<file path="src/rtl/framing_pkg.sv">
// Shared types and default sizing for the framing controller and its fill tracker.
package framing_pkg;

   // Default framing geometry: 256-sample Hanning window, 50% overlap, 2x zero padding.
   localparam int DEF_N         = 256;
   localparam int DEF_HOP       = 128;
   localparam int DEF_NF        = 512;
   localparam int DEF_BUF_DEPTH = 512;

   // Widths derived from the defaults (address, coefficient index, beat counter).
   localparam int DEF_AW = $clog2(DEF_BUF_DEPTH);
   localparam int DEF_CW = $clog2(DEF_N);
   localparam int DEF_KW = $clog2(DEF_NF);

   // Read-beat sequencer states.
   typedef enum logic [1:0] {
      IDLE = 2'd0,
      DATA = 2'd1,
      PAD  = 2'd2
   } fsm_state_t;

endpackage

</file>
<file path="src/rtl/frame_fill_tracker.sv">
// Write-side bookkeeping: circular RAM write pointer, fill/hop counting and
// generation of the frame-ready pulse together with the frame base address.
module frame_fill_tracker
   import framing_pkg::*;
#(
   parameter int N         = DEF_N,
   parameter int HOP       = DEF_HOP,
   parameter int BUF_DEPTH = DEF_BUF_DEPTH,
   localparam int AW       = $clog2(BUF_DEPTH)
) (
   input  logic          clk,
   input  logic          rst_n,
   input  logic          enable,
   input  logic          sample_valid,
   output logic          wr_en,
   output logic [AW-1:0] wr_addr,
   output logic          frame_ready,
   output logic [AW-1:0] frame_base
);

   // Fill counter must be able to hold N itself (saturation value).
   localparam int FW = $clog2(N + 1);
   localparam int HW = $clog2(HOP + 1);

   localparam logic [FW-1:0] FILL_FULL = FW'(N);
   localparam logic [FW-1:0] FILL_LAST = FW'(N - 1);
   localparam logic [HW-1:0] HOP_LAST  = HW'(HOP - 1);
   localparam logic [AW-1:0] BASE_OFS  = AW'(N - 1);

   logic [AW-1:0] wr_addr_q, wr_addr_d;
   logic [FW-1:0] fill_q, fill_d;
   logic [HW-1:0] hop_q, hop_d;

   assign wr_en      = sample_valid & enable;
   assign wr_addr    = wr_addr_q;
   assign wr_addr_d  = wr_en ? (wr_addr_q + AW'(1)) : wr_addr_q;
   // The sample being written now is the newest one of the frame.
   assign frame_base = wr_addr_q - BASE_OFS;

   // Fill/hop counting; a low enable restarts the fill from scratch.
   always_comb begin
      fill_d      = fill_q;
      hop_d       = hop_q;
      frame_ready = 1'b0;
      if (!enable) begin
         fill_d = '0;
         hop_d  = '0;
      end else if (wr_en) begin
         if (fill_q != FILL_FULL) begin
            fill_d      = fill_q + FW'(1);
            frame_ready = (fill_q == FILL_LAST);
         end else if (hop_q == HOP_LAST) begin
            hop_d       = '0;
            frame_ready = 1'b1;
         end else begin
            hop_d = hop_q + HW'(1);
         end
      end
   end

   // State registers for the write pointer and counters.
   always_ff @(posedge clk or negedge rst_n) begin
      if (!rst_n) begin
         wr_addr_q <= '0;
         fill_q    <= '0;
         hop_q     <= '0;
      end else begin
         wr_addr_q <= wr_addr_d;
         fill_q    <= fill_d;
         hop_q     <= hop_d;
      end
   end

endmodule

</file>
<file path="src/rtl/frame_scheduler.sv">
// Framing controller: turns frame-ready events into a stream of read beats
// (N data beats then NF-N pad beats) with one active and one pending frame.
module frame_scheduler
   import framing_pkg::*;
#(
   parameter int N         = DEF_N,
   parameter int HOP       = DEF_HOP,
   parameter int NF        = DEF_NF,
   parameter int BUF_DEPTH = DEF_BUF_DEPTH,
   localparam int AW       = $clog2(BUF_DEPTH),
   localparam int CW       = $clog2(N),
   localparam int KW       = $clog2(NF)
) (
   input  logic          clk,
   input  logic          rst_n,
   input  logic          enable,
   input  logic          sample_valid,
   output logic          wr_en,
   output logic [AW-1:0] wr_addr,
   output logic          rd_valid,
   input  logic          rd_ready,
   output logic [AW-1:0] rd_addr,
   output logic [CW-1:0] coeff_idx,
   output logic          pad,
   output logic          frame_start,
   output logic          frame_last,
   output logic [15:0]   frame_count,
   output logic          overrun,
   input  logic          clr_overrun,
   output logic          busy
);

   localparam logic [KW-1:0] K_LAST      = KW'(NF - 1);
   localparam logic [KW-1:0] K_LAST_DATA = KW'(N - 1);
   localparam logic [AW-1:0] LAST_OFS    = AW'(N - 1);

   fsm_state_t    state_q;
   logic [KW-1:0] k_q;
   logic [AW-1:0] base_q;
   logic          pend_valid_q;
   logic [AW-1:0] pend_base_q;
   logic          overrun_q;
   logic [15:0]   count_q;

   logic          frame_ready;
   logic [AW-1:0] frame_base;
   logic          accept;
   logic          eof;
   logic          active_free;
   logic          drop;

   frame_fill_tracker #(
      .N         (N),
      .HOP       (HOP),
      .BUF_DEPTH (BUF_DEPTH)
   ) u_fill (
      .clk          (clk),
      .rst_n        (rst_n),
      .enable       (enable),
      .sample_valid (sample_valid),
      .wr_en        (wr_en),
      .wr_addr      (wr_addr),
      .frame_ready  (frame_ready),
      .frame_base   (frame_base)
   );

   assign rd_valid    = (state_q != IDLE);
   assign accept      = rd_valid & rd_ready;
   assign eof         = accept & (k_q == K_LAST);
   // The active slot can take a new frame this cycle: idle, or last beat leaving.
   assign active_free = (state_q == IDLE) | eof;
   // A new frame with both slots occupied (and none leaving) is lost.
   assign drop        = frame_ready & pend_valid_q & ~active_free;

   assign frame_start = rd_valid & (k_q == '0);
   assign frame_last  = rd_valid & (k_q == K_LAST);
   assign pad         = (state_q == PAD);
   assign frame_count = count_q;
   assign overrun     = overrun_q;
   assign busy        = rd_valid | pend_valid_q;

   // Beat payload decode; pad beats repeat the last data address.
   always_comb begin
      rd_addr   = '0;
      coeff_idx = '0;
      case (state_q)
         DATA: begin
            rd_addr   = base_q + AW'(k_q);
            coeff_idx = k_q[CW-1:0];
         end
         PAD: begin
            rd_addr = base_q + LAST_OFS;
         end
         default: ;
      endcase
   end

   // Sequencer, pending slot, frame counter and sticky overrun flag.
   always_ff @(posedge clk or negedge rst_n) begin
      if (!rst_n) begin
         state_q      <= IDLE;
         k_q          <= '0;
         base_q       <= '0;
         pend_valid_q <= 1'b0;
         pend_base_q  <= '0;
         overrun_q    <= 1'b0;
         count_q      <= '0;
      end else begin
         if (active_free) begin
            k_q <= '0;
            if (pend_valid_q) begin
               // Pending frame goes first; a same-cycle arrival refills the slot.
               state_q      <= DATA;
               base_q       <= pend_base_q;
               pend_valid_q <= frame_ready;
               pend_base_q  <= frame_base;
            end else if (frame_ready) begin
               state_q <= DATA;
               base_q  <= frame_base;
            end else begin
               state_q <= IDLE;
            end
         end else begin
            if (accept) begin
               k_q <= k_q + KW'(1);
               if ((state_q == DATA) && (k_q == K_LAST_DATA)) begin
                  state_q <= PAD;
               end
            end
            if (frame_ready && !pend_valid_q) begin
               pend_valid_q <= 1'b1;
               pend_base_q  <= frame_base;
            end
         end

         if (eof) begin
            count_q <= count_q + 16'd1;
         end

         if (drop) begin
            overrun_q <= 1'b1;
         end else if (clr_overrun) begin
            overrun_q <= 1'b0;
         end
      end
   end

endmodule

</file>
<file path="config.mk">
export PLATFORM = sky130hd
export DESIGN_NAME = frame_scheduler
export DESIGN_NICKNAME = d
export VERILOG_FILES = /design/src/rtl/framing_pkg.sv /design/src/rtl/frame_fill_tracker.sv /design/src/rtl/frame_scheduler.sv
export SDC_FILE = /design/constraint.sdc
export NUM_CORES = 1
export LEC_CHECK = 0
export ABC_AREA = 1
export BUFFER_PORTS_ARGS = -buffer_cell sky130_fd_sc_hd__buf_2
export CORE_UTILIZATION = 35
export DETAILED_ROUTE_END_ITERATION = 10
export GPL_TIMING_DRIVEN = 0
export SLEW_MARGIN = 30
export SYNTH_ARGS = -nofsm -noshare
export SYNTH_HDL_FRONTEND = slang
export SYNTH_SLANG_ARGS = --single-unit
</file>
<file path="constraint.sdc">
create_clock -name clk -period 2.8 [get_ports clk]
set_input_delay 0.14 -clock clk [delete_from_list [all_inputs] [get_ports clk]]
set_output_delay 0.14 -clock clk [all_outputs]
set_load 0.05 [all_outputs]
</file>
==> out/results.txt <==
Status = completed
Final hold violation count = 0
Placed cell areas = 0.00508 mm^2
Leakage = 2.86 nW
Flop and latch count out of synthesis = 73
Yosys warns = 0
Clk Latency, worst-skew pair = 0.33 ns
Worst reg-to-reg setup slack = 0.37 ns
Total power = 3.72 mW
Setup slack at placement = 0.238 ns
Mapped Nets = 639
Core footprint = 0.0126 mm^2
Worst setup EP type = primary output
Clk sinks = 73
Vias = 4093
Worst Slack Setup Final = 0.112 ns
Pins Over Slew Limit = 0
DRT antenna net count = 0
Die Footprint = 0.0135 mm^2
Post-placement cell count = 837
Placer Congestion = 0.887
# fillers = 1317
Largest net degree at the start of global routing = 49
DR iter-0 viols = 326
Worst Setup Start Kind = register
CP Class = reg -> out
Die Wd = 116 um
Hold Path Class = in -> reg
Ys flop type = dfrtp_1
Final setup fails = 0
Congestion Overflow GR = 0
Global-route usage over all layers = 0.173
Reg clk slew, reported paths = 0.05 ns
DR vias/cell = 4.80
Final nets = 706
CP Data Required Time = 2.66 ns
Syn Inst Count = 610
Syn avg cell area = 7.46 um^2
Final Non-Filler Cells = 853
Root buffer cell = clkbuf_16
Sequential Area = 0.00183 mm^2
CP Buf/Inv Count = 5
Initial antenna violation count = 0
Post-DP HPWL = 7.85 mm
Post-synth ARST share = 1.00
Fraction of layout cells with a size suffix above 1 = 0.157
First-pass GRT wire length = 18.3 mm
Setup repair bufs after CTS = 0
Max H-tree Level = 3
Least-Margin Pin Slew = 0.549 ns
Die span in y = 116 um
Clock buffer depth = 2
Top Ports = 55
Final wirelength = 10.5 mm
Synthesized cell area = 0.00455 mm^2
Iteration count of the initial detailed-routing pass = 4
Crit-path most repeated cell = inv_2
Post-route cell area = 0.00540 mm^2
TritonCTS clock tree = built
Worst clock skew = 0.00811 ns
Slew margin rel. = 0.634
Multi-input gate area = 0.00240 mm^2
Clock buffer count from CTS = 9
WL/cell = 12.3 um
Cell Pwr Density = 688 mW/mm^2
Worst path arrival time = 2.55 ns
CP top delay family = adder cells
Fin crit share = 0.960
Slowest library cell on the worst path = dfrtp_1
Final min period = 2.69 ns
Vias in the first global route = 3920
Ant diodes = 0
Seq/Total Area, Yosys = 0.402
Area Growth Syn to Fin = 18.8%
CP peak stage delay = 0.40 ns
# DRC = 0
Fmax = 0.372 GHz
# rows = 41
# port buffers = 54
Peak VDD IR = 0.521 mV
Initial Util = 0.360
Synth unique cells = 40
Crit-path cells = inv_2 > ha_4 > inv_2 > nand2_1 > ha_1 > inv_1 > fa_1 > inv_2 > nand3_1 > nand2_2 > nand4_1 > nand3_1 > nand2_1 > nor2_2 > buf_6
Max Cap Viol = 0
Number of enable flip-flop cells after synthesis = 0
Peak fanout along the critical path = 8
[layer usage]
| metal | vias up | part of all wire | track usage |
|---|---|---|---|
| li1 | 2096 | - | - |
| met1 | 1905 | 0.48 | 0.229 |
| met2 | 84 | 0.47 | 0.280 |
| met3 | 8 | 0.046 | 0.0424 |
| met4 | 0 | 0.0087 | 0.0547 |
| met5 | - | 0 | 0 |
[path summary, 6_finish.rpt]
check                                           startpoint                            end  cells past startpoint
min in group asynchronous                            rst_n  u_fill.wr_addr[7]$_DFFE_PN0P_                      2
worst max-delay path                state_q[0]$_DFFE_PN0P_                     rd_addr[8]                     15
worst min-delay path                           clr_overrun            overrun$_DFFE_PN0P_                      4
max in group asynchronous                            rst_n             k_q[0]$_DFFE_PN0P_                      3
worst min register to register  pend_base_q[5]$_DFFE_PN0P_     pend_base_q[5]$_DFFE_PN0P_                      2
worst max register to register          k_q[0]$_DFFE_PN0P_          base_q[0]$_DFFE_PN0P_                     11
[cells in the final DEF (no fill, tap or decap), types with 2 or more instances in the layout]
master     count
a21oi_1       18
a21oi_2        2
and2_1         4
buf_1          2
buf_2         52
buf_4          2
buf_6          2
clkbuf_1       4
clkbuf_16      9
clkinv_2       2
dfrtp_1       73
ha_1          21
inv_1         70
inv_2         10
nand2_1      186
nand2_2        4
nand2_4        3
nand3_1       59
nand3_2        2
nand3b_1       2
nand4_1       12
nor2_1        39
nor2_2         4
nor2_4         2
nor3_1        12
nor4_1         3
o21ai_0       35
o31ai_1        3
or2_2          2
xnor2_1        6
xor2_1        16
[power breakdown]
| part | leakage (nW) | total, mW | internal [mW] | switching [mW] |
|---|---|---|---|---|
| logic | 1.75 | 1.33 | 0.343 | 0.989 |
| registers | 0.966 | 1.24 | 1.13 | 0.104 |
| clock network | 0.144 | 1.15 | 0.707 | 0.441 |
[kinds of logic (layout without fill, tap and decap cells)]
kind of cell | count (synthesis) | count (layout) | synth area share
flops | 73 | 73 | 0.402
buf+inv | 89 | 160 | 0.0765
simple gates | 338 | 338 | 0.333
fa+ha+maj | 23 | 23 | 0.0649
xor+xnor | 23 | 23 | 0.0484
compound gates | 64 | 64 | 0.0754
[per-stage QoR]
step	TNS, ns	utilization	hold WS, ns
after floorplan	-0.0815	-	-0.156
after global placement	0	0.400	0.453
after detailed placement	0	0.402	0.0885
after CTS	0	0.427	0.109
after global routing	-0.0315	0.428	0.160
final	0	0.428	0.0997
[worst register-to-register path: stages, from the launching register on]
cell and delay [ns]:
dfrtp_1 0.41, ha_1 0.19, nand4_1 0.12, nor4_1 0.32, ha_1 0.27, inv_2 0.08, nor2_4 0.11, nand2_4 0.10
nand2_8 0.11, clkbuf_1 0.42, nand3_1 0.16, nand2_1 0.09
[registers in the layout, indices dropped and copies added (netlist names)]
signal and cells:
u_fill.fill_q 9, state_q 2, u_fill.wr_addr 9, pend_base_q 9, pend_valid_q 1, u_fill.hop_q 8
base_q 9, overrun 1, frame_count 16, k_q 9
[cell usage after synthesis (4+ instances only)]
cell | number | area share
nand3_1 | 59 | 0.065
nand2_1 | 187 | 0.15
a21oi_1 | 20 | 0.022
inv_2 | 7 | 0.0058
dfrtp_1 | 73 | 0.40
o21ai_0 | 35 | 0.039
nand4_1 | 12 | 0.017
clkbuf_1 | 4 | 0.0033
nor2_1 | 41 | 0.034
xnor2_1 | 6 | 0.012
nor3_1 | 12 | 0.013
inv_1 | 73 | 0.060
and2_1 | 4 | 0.0055
ha_1 | 22 | 0.061
xor2_1 | 16 | 0.031
[layout make-up]
cell class,instances,area share
multi-input cells,448,0.444
flip-flops and latches,73,0.338
repair buffers,56,0.0586
inverters,81,0.0567
clock buffers,10,0.0442
well taps,172,0.0398
clock inverters,5,0.0104
plain buffers,8,0.00764
[timing repair]
action,4_1_cts,5_1_grt
endpoints found under the hold margin,25,0
resized for setup,4,4
endpoints found under the setup margin,3,3
hold buffers,1,0
pin swaps,0,0
Note: power is estimated with default switching activity, not from simulation.
